**config.mk**
```make
export PLATFORM = sky130hd
export DESIGN_NAME = outgoing_response_buffer
export DESIGN_NICKNAME = d
export VERILOG_FILES = /design/src/rtl/rob_pkg.sv /design/src/rtl/rsp_fifo.sv /design/src/rtl/outgoing_response_buffer.sv
export SDC_FILE = /design/constraint.sdc
export NUM_CORES = 1
export LEC_CHECK = 0
export ABC_CLOCK_PERIOD_IN_PS = 5200
export CAP_MARGIN = 20
export CORE_MARGIN = 10
export CORE_UTILIZATION = 60
export CTS_CLUSTER_DIAMETER = 50
export CTS_CLUSTER_SIZE = 14
export DETAILED_ROUTE_END_ITERATION = 7
export PLACE_DENSITY = 0.78
export SLEW_MARGIN = 10
export SYNTH_ARGS = -nofsm -noshare
export SYNTH_HDL_FRONTEND = slang
export SYNTH_SLANG_ARGS = --single-unit
```
**constraint.sdc**
```tcl
create_clock -name clk -period 5.2 [get_ports clk]
set_input_delay 1.04 -clock clk [delete_from_list [all_inputs] [get_ports clk]]
set_output_delay 1.04 -clock clk [all_outputs]
set_load 0.05 [all_outputs]
```
**src/rtl/rob_pkg.sv**
```systemverilog
// rtl/rob_pkg.sv - shared beat type, state encoding and AXI response codes for the response buffer
package rob_pkg;

  localparam int RB_ID_WIDTH   = 4;
  localparam int RB_DATA_WIDTH = 32;
  localparam int RB_TAG_WIDTH  = 4;

  localparam logic [1:0] RESP_OKAY   = 2'b00;
  localparam logic [1:0] RESP_EXOKAY = 2'b01;
  localparam logic [1:0] RESP_SLVERR = 2'b10;
  localparam logic [1:0] RESP_DECERR = 2'b11;

  typedef enum logic {
    ST_IDLE  = 1'b0,
    ST_BURST = 1'b1
  } orb_state_e;

  // Field order matches the buffer's internal beat layout (id in the MSBs, tagid in the LSBs).
  typedef struct packed {
    logic [RB_ID_WIDTH-1:0]   id;
    logic [RB_DATA_WIDTH-1:0] data;
    logic [1:0]               resp;
    logic                     last;
    logic [RB_TAG_WIDTH-1:0]  tagid;
  } r_beat_t;

  function automatic logic resp_is_err(input logic [1:0] resp);
    return resp[1];
  endfunction

endpackage

```
**src/rtl/rsp_fifo.sv**
```systemverilog
// rtl/rsp_fifo.sv - show-ahead FIFO with extra-MSB wrap pointers, full/empty flags
module rsp_fifo #(
  parameter int WIDTH = 8,
  parameter int DEPTH = 16
) (
  input  logic             clk,
  input  logic             rst_n,
  input  logic             push,
  input  logic [WIDTH-1:0] push_data,
  input  logic             pop,
  output logic [WIDTH-1:0] pop_data,
  output logic             full,
  output logic             empty
);

  localparam int AW = $clog2(DEPTH);

  logic [AW:0]      wr_ptr;
  logic [AW:0]      rd_ptr;
  logic [WIDTH-1:0] mem [DEPTH];

  assign empty    = (wr_ptr == rd_ptr);
  assign full     = (wr_ptr[AW] != rd_ptr[AW]) && (wr_ptr[AW-1:0] == rd_ptr[AW-1:0]);
  assign pop_data = mem[rd_ptr[AW-1:0]];

  always_ff @(posedge clk or negedge rst_n) begin
    if (!rst_n) begin
      wr_ptr <= '0;
      rd_ptr <= '0;
    end else begin
      if (push && !full) wr_ptr <= wr_ptr + 1'b1;
      if (pop && !empty) rd_ptr <= rd_ptr + 1'b1;
    end
  end

  // Storage needs no reset: the cleared pointers make every entry unreachable.
  always_ff @(posedge clk) begin
    if (push && !full) mem[wr_ptr[AW-1:0]] <= push_data;
  end

endmodule

```
**src/rtl/outgoing_response_buffer.sv**
```systemverilog
// rtl/outgoing_response_buffer.sv - AXI R beat buffer (FIFO + output register); ORB_STATS_EN adds stat counters
module outgoing_response_buffer
  import rob_pkg::*;
#(
  parameter int ID_WIDTH   = 4,
  parameter int DATA_WIDTH = 32,
  parameter int TAG_WIDTH  = 4,
  parameter int FIFO_DEPTH = 16
) (
  input  logic                          clk,
  input  logic                          rst_n,
  input  logic                          in_valid,
  output logic                          in_ready,
  input  logic [ID_WIDTH-1:0]           in_id,
  input  logic [DATA_WIDTH-1:0]         in_data,
  input  logic [1:0]                    in_resp,
  input  logic                          in_last,
  input  logic [TAG_WIDTH-1:0]          in_tagid,
  output logic                          out_valid,
  input  logic                          out_ready,
  output logic [ID_WIDTH-1:0]           out_id,
  output logic [DATA_WIDTH-1:0]         out_data,
  output logic [1:0]                    out_resp,
  output logic                          out_last,
  output logic [TAG_WIDTH-1:0]          out_tagid,
  output logic [$clog2(FIFO_DEPTH+2)-1:0] occupancy,
  output logic                          in_burst
`ifdef ORB_STATS_EN
  ,
  output logic [31:0]                   stat_beats,
  output logic [15:0]                   stat_bursts,
  output logic [15:0]                   stat_errs
`endif
);

  localparam int OCC_W = $clog2(FIFO_DEPTH+2);

  // Same field order as r_beat_t, sized by this instance's parameters.
  typedef struct packed {
    logic [ID_WIDTH-1:0]   id;
    logic [DATA_WIDTH-1:0] data;
    logic [1:0]            resp;
    logic                  last;
    logic [TAG_WIDTH-1:0]  tagid;
  } beat_t;

  localparam int BEAT_W = $bits(beat_t);

  beat_t      in_beat;
  beat_t      fifo_beat;
  beat_t      out_beat;
  logic       fifo_full;
  logic       fifo_empty;
  logic       push;
  logic       pop;
  logic       hs;
  orb_state_e state;

  assign in_beat  = {in_id, in_data, in_resp, in_last, in_tagid};
  assign in_ready = !fifo_full;
  assign push     = in_valid && !fifo_full;
  assign hs       = out_valid && out_ready;
  assign pop      = !fifo_empty && (!out_valid || out_ready);

  rsp_fifo #(
    .WIDTH (BEAT_W),
    .DEPTH (FIFO_DEPTH)
  ) u_fifo (
    .clk       (clk),
    .rst_n     (rst_n),
    .push      (push),
    .push_data (in_beat),
    .pop       (pop),
    .pop_data  (fifo_beat),
    .full      (fifo_full),
    .empty     (fifo_empty)
  );

  // Output register only moves when empty or being accepted, so fields stay stable under backpressure.
  always_ff @(posedge clk or negedge rst_n) begin
    if (!rst_n) begin
      out_valid <= 1'b0;
      out_beat  <= '0;
    end else if (pop) begin
      out_valid <= 1'b1;
      out_beat  <= fifo_beat;
    end else if (out_ready) begin
      out_valid <= 1'b0;
    end
  end

  assign out_id    = out_beat.id;
  assign out_data  = out_beat.data;
  assign out_resp  = out_beat.resp;
  assign out_last  = out_beat.last;
  assign out_tagid = out_beat.tagid;

  always_ff @(posedge clk or negedge rst_n) begin
    if (!rst_n) begin
      occupancy <= '0;
    end else begin
      case ({push, hs})
        2'b10:   occupancy <= occupancy + OCC_W'(1);
        2'b01:   occupancy <= occupancy - OCC_W'(1);
        default: occupancy <= occupancy;
      endcase
    end
  end

  always_ff @(posedge clk or negedge rst_n) begin
    if (!rst_n) begin
      state <= ST_IDLE;
    end else if (hs) begin
      case (state)
        ST_IDLE:  if (!out_last) state <= ST_BURST;
        ST_BURST: if (out_last)  state <= ST_IDLE;
        default:  state <= ST_IDLE;
      endcase
    end
  end

  assign in_burst = (state == ST_BURST);

`ifdef ORB_STATS_EN
  always_ff @(posedge clk or negedge rst_n) begin
    if (!rst_n) begin
      stat_beats  <= '0;
      stat_bursts <= '0;
      stat_errs   <= '0;
    end else if (hs) begin
      stat_beats <= stat_beats + 32'd1;
      if (out_last)               stat_bursts <= stat_bursts + 16'd1;
      if (resp_is_err(out_resp))  stat_errs   <= stat_errs + 16'd1;
    end
  end
`endif

endmodule

```
After elaboration in Yosys (flattened, before gate mapping)
Memories as Yosys holds them, arrays and structs flattened. A register that Yosys moved wholly into a read port is not among the register bits.
Index checks and enable logic that the tools add are counted.
Storage, ports and cells
  bits in writable memories: 688
  word-level logic and storage cells: 34
  output and inout port bits: 51
  memories kept: 1
  register bits: 17
Cells by class
  reductions and logical operators: 13
  add/subtract/negate cells: 4
  mux-type cells: 6
  eq/ne operators: 5
Memories
  u_fifo.mem: depth 16, width 43, rd ports 1, clocked after Yosys merged registers in 1, wr ports 1, RTL line rsp_fifo.sv:20  | logic [WIDTH-1:0] mem [DEPTH];
Operators with widths (number)
  $add 5x1->5 const B: 3
  $pmux 5 s2: 1
  $logic_and 1x1->1: 6
  $eq 5x5->1: 1
  $mux 1: 5
  $sub 5x1->5 const B: 1
  $eq 4x4->1: 1
  $logic_not 1->1: 4
  $reduce_bool 2->1: 2
  $eq 2x1->1 const B: 1
  $eq 2x2->1 const B: 1
  $logic_or 1x1->1: 1
  $ne 1x1->1: 1

Logic depth before layout (Yosys ltp)
  word-level depth: 7
  depth in mapped cells: 14
  gate-level depth less buffers: 12

Hierarchy
From an unflattened synthesis, not the netlist that was laid out.
Second synthesis, totals
  cells, all modules: 1365
  area total of the unflattened synthesis: 28975.3 µm²
Modules (own cells, without submodules)
  rsp_fifo: sequential area each 20910.1 µm², cells each 1223, area each 26900.8 µm², times used 1
  outgoing_response_buffer: sequential area each 1251.2 µm², cells each 142, area each 2074.5 µm², times used 1

Least setup slack after synthesis
Ideal clock, no wire load.
  path kind: input to register
  start point: in in_valid
  end point: mem u_fifo.mem[3][0] (netlist bit), enable pin
  path slack: 0.223 ns
  stages: 3
  arrival time: 4.480 ns
  cell sequence: a21boi_2 -> nand2_1 -> nor3_1
Between the ends
  cells in the longest elaborated chain, start to end: 4
RTL lines
  start, declared: RTL line outgoing_response_buffer.sv:12  | input logic in_valid,
  $logic_and 1x1->1: RTL line outgoing_response_buffer.sv:61  | assign push = in_valid && !fifo_full;
  $logic_and 1x1->1: RTL line rsp_fifo.sv:38  | if (push && !full) mem[wr_ptr[AW-1:0]] <= push_data;
  $mux 1: RTL line rsp_fifo.sv:38
  $mux 1 (not written as such): RTL line rsp_fifo.sv:38
  end, declared: RTL line rsp_fifo.sv:20
Every way passes these cells.

Final worst setup path
  start point: reg u_fifo.rd_ptr[0]
  end point: out in_ready
Between the ends
  cells in the longest elaborated chain, start to end: 3
RTL lines
  start, declared: RTL line rsp_fifo.sv:19  | logic [AW:0] rd_ptr;
  start signal, assigned: RTL line rsp_fifo.sv:32  | if (pop && !empty) rd_ptr <= rd_ptr + 1'b1;
  $eq 4x4->1: RTL line rsp_fifo.sv:23  | assign full = (wr_ptr[AW] != rd_ptr[AW]) && (wr_ptr[AW-1:0] == rd_ptr[AW-1:0]);
  $logic_and 1x1->1: RTL line rsp_fifo.sv:23
  $logic_not 1->1: RTL line outgoing_response_buffer.sv:60  | assign in_ready = !fifo_full;
  end, declared: RTL line outgoing_response_buffer.sv:13  | output logic in_ready,
Every way passes these cells.

==> flow_metrics.env <==
export IMPL_status="finished clean"
export IMPL_path_class="reg -> out"
export IMPL_reg2reg_slack_ns=1.70
export IMPL_cts_num_sinks=748
export IMPL_start_kind="flop"
export IMPL_synth_avg_cell_area_um2=22.65
export IMPL_seq_area_frac_synth=0.7796
export IMPL_synth_area_mm2=0.02843
export IMPL_fin_crit_sh=0.7683
export IMPL_yosys_top_cells_area="edfxtp_1 (73%), mux4_2 (14%), dfrtp_1 (5.3%), a22oi_1 (2.3%), mux2_2 (1.1%)"
export IMPL_worst_path_max_fanout=34
export IMPL_wl_per_cell_um=29.92
export IMPL_dr_pass1_iters=5
export IMPL_drc=0
export IMPL_nFillCells=2687
export IMPL_required_ns=4.16
export IMPL_clk_path_buf_depth=3
export IMPL_slew_headroom=0.3001
export IMPL_cts_repair_resized=0
export IMPL_drv_cap=0
export IMPL_fin_skew_ns=0.02120
export IMPL_synth_edf_count=688
export IMPL_multiInputGateArea_mm2=0.005978
export IMPL_worstPathArrival_ns=2.95
export IMPL_via_per_inst=6.674
export IMPL_synth_cells=1255
export IMPL_end_kind="output port"
export IMPL_synth_cell_type_count=34
export IMPL_leakage_nw=10.44
export IMPL_root_buffer="clkbuf_16"
export IMPL_layout_nets=1438
export IMPL_rows=79
export IMPL_syn_nets=1311
export IMPL_finalHoldViolations=0
export IMPL_track_usage=0.2187
export IMPL_pwr_share_clk=0.258
export IMPL_cts_max_level=3
export IMPL_powerDensity_mw_per_mm2=569.0
export IMPL_regArea_mm2=0.02217
export IMPL_fp_dieH_um=237.7
export IMPL_die_w_um=237.7
export IMPL_initial_core_util=0.6093
export IMPL_drive_gt1_frac=0.2505
export IMPL_cts_inserted_buffers=67
export IMPL_dr_total_vias=13609
export IMPL_grt_overflow_total=0
export IMPL_grt_max_degree=176
export IMPL_final_setup_viol_count=0
export IMPL_ys_flop_type="edfxtp_1"
export IMPL_yosys_warnings=0
export IMPL_intPower_w=0.01255
export IMPL_postCtsSetupRepairBufs=0
export IMPL_cts_hold_buf=0
export IMPL_rsz0062_at_grt="false"
export IMPL_clk_insertion_delay_late_ns=0.60
export IMPL_yosys_top_cells_count="edfxtp_1 (688), mux4_2 (172), a22oi_1 (87)"
export IMPL_ir_drop_mv=0.5619
export IMPL_fin_tns_setup_ns=0
export IMPL_path_clk_slew_ns=0.06
export IMPL_swShare=0.3166
export IMPL_fin_crit_ns=3.995
export IMPL_first_global_vias=14100
export IMPL_antenna_left=0
export IMPL_dr_first_iter_drc_count=1669
export IMPL_synth_top_area_cell="edfxtp_1"
export IMPL_cts_tree="done"
export IMPL_gp_congestion=0.7574
export IMPL_grt_pass1_wl_um=91750
export IMPL_post_synth_top_count_cell="edfxtp_1"
export IMPL_pwr_share_seq=0.426
export IMPL_p_comb_frac=0.316
export IMPL_min_path_type="reg -> reg"
export IMPL_synth_async_reset_ratio=0.08021
export IMPL_synth_seq_cells=748
export IMPL_dieArea_mm2=0.05648
export IMPL_design_core_area_mm2=0.04665
export IMPL_io_buffer_count=97
export IMPL_worst_pin_slew_ns=1.050
export IMPL_wl_um=61010
export IMPL_synth_top_area_frac=0.7268
export IMPL_holdWs_ns=0.4620
export IMPL_max_freq_ghz=0.2503
export IMPL_hpwl_um=30410
export IMPL_ioPinCount=98
export IMPL_syn_to_final_growth_pct=13.53
export IMPL_p_switching_w=0.005814
export IMPL_antenna_found_initial=3
export IMPL_drv_slew=0
[cell usage in the layout (no fill, tap or decap), types with 4 or more instances in the layout]
| cell | instances |
|---|---|
| edfxtp_1 | 688 |
| mux4_2 | 172 |
| clkdlybuf4s50_1 | 96 |
| a22oi_1 | 87 |
| clkbuf_16 | 71 |
| dfrtp_1 | 58 |
| nand2_1 | 55 |
| clkbuf_1 | 31 |
| mux2_2 | 29 |
| buf_4 | 24 |
| mux2_4 | 16 |
| xor2_1 | 12 |
| nor2_4 | 12 |
| ha_1 | 9 |
| xnor2_1 | 8 |
| buf_12 | 7 |
| inv_1 | 5 |
| nor3_2 | 4 |
| o21ai_0 | 4 |
[critical path: stages, from the launching register on]
cell and delay, ns:
dfrtp_4 0.86, xor2_1 0.21, nor4_4 0.47, nand2_1 0.11
clkdlybuf4s50_1 0.72
[per-layer routing]
layer	GRT usage	share of wire	up-vias
li1	-	-	5501
met1	0.3056	0.39	7214
met2	0.3469	0.50	784
met3	0.04154	0.090	106
met4	0.07166	0.023	4
met5	0	0.00036	-
[power groups by stage]
| stage | registers (W) | logic (W) | clock network, W |
|---|---|---|---|
| floorplan | 0.00842 | 0.00361 | 0 |
| global placement | 0.00787 | 0.00570 | 0 |
| detailed placement | 0.00793 | 0.00578 | 0 |
| CTS | 0.00783 | 0.00586 | 0.00480 |
| global route | 0.00789 | 0.00617 | 0.00502 |
| finish | 0.00782 | 0.00580 | 0.00474 |
[final timing paths]
path,startpoint,to,cells after the start
max reg2reg,u_fifo.rd_ptr[0]$_DFFE_PN0P_,u_fifo.mem[14][21]$_DFFE_PP_,6
min,occupancy[4]$_DFFE_PN0P_,occupancy[4]$_DFFE_PN0P_,1
max in group asynchronous,rst_n,u_fifo.rd_ptr[0]$_DFFE_PN0P_,1
min in group asynchronous,rst_n,out_data[20]$_DFFE_PN0P_,1
max,u_fifo.rd_ptr[0]$_DFFE_PN0P_,in_ready,4
min reg2reg,occupancy[4]$_DFFE_PN0P_,occupancy[4]$_DFFE_PN0P_,1
[sequential cells by signal (all words and copies together) (netlist names)]
register and flops:
out_resp 2, out_tagid 4, out_last 1, in_burst 1, u_fifo.rd_ptr 5, out_valid 1, occupancy 5, u_fifo.mem 688
out_data 32, u_fifo.wr_ptr 5, out_id 4
[cell families (layout without fill, tap and decap cells)]
kind of cell	count (synthesis)	count (layout)	share of synthesized area
compound gates	99	99	0.02579
xor+xnor	20	20	0.006162
fa+ha+maj	9	9	0.003962
buf+inv	75	249	0.01479
flops	748	748	0.7796
mux	217	217	0.1562
other cells	0	3	0
simple gates	87	87	0.01347
[per-stage QoR]
step | cells | setup WS (ns) | utilization | total power [W] | cell area (um2)
floorplan | 1255 | 0.2227 | - | 0.01203 | 28430
global route | 2037 | 1.015 | 0.6916 | 0.01908 | 32270
detailed placement | 1920 | 1.506 | 0.6475 | 0.01371 | 30210
finish | 2039 | 1.205 | 0.6917 | 0.01836 | 32270
global placement | 1920 | 1.619 | 0.6475 | 0.01357 | 30210
CTS | 2036 | 1.135 | 0.6916 | 0.01849 | 32260
[layout make-up]
| cell class | instances | share of cell area |
|---|---|---|
| repair buffers | 127 | 0.03970 |
| well taps | 607 | 0.02353 |
| clock buffers | 104 | 0.05951 |
| flip-flops and latches | 748 | 0.6869 |
| diodes | 3 | 0.0002326 |
| inverters | 6 | 0.0006979 |
| multi-input cells | 432 | 0.1852 |
| clock inverters | 12 | 0.004148 |
(Power assumes the default switching activity.)
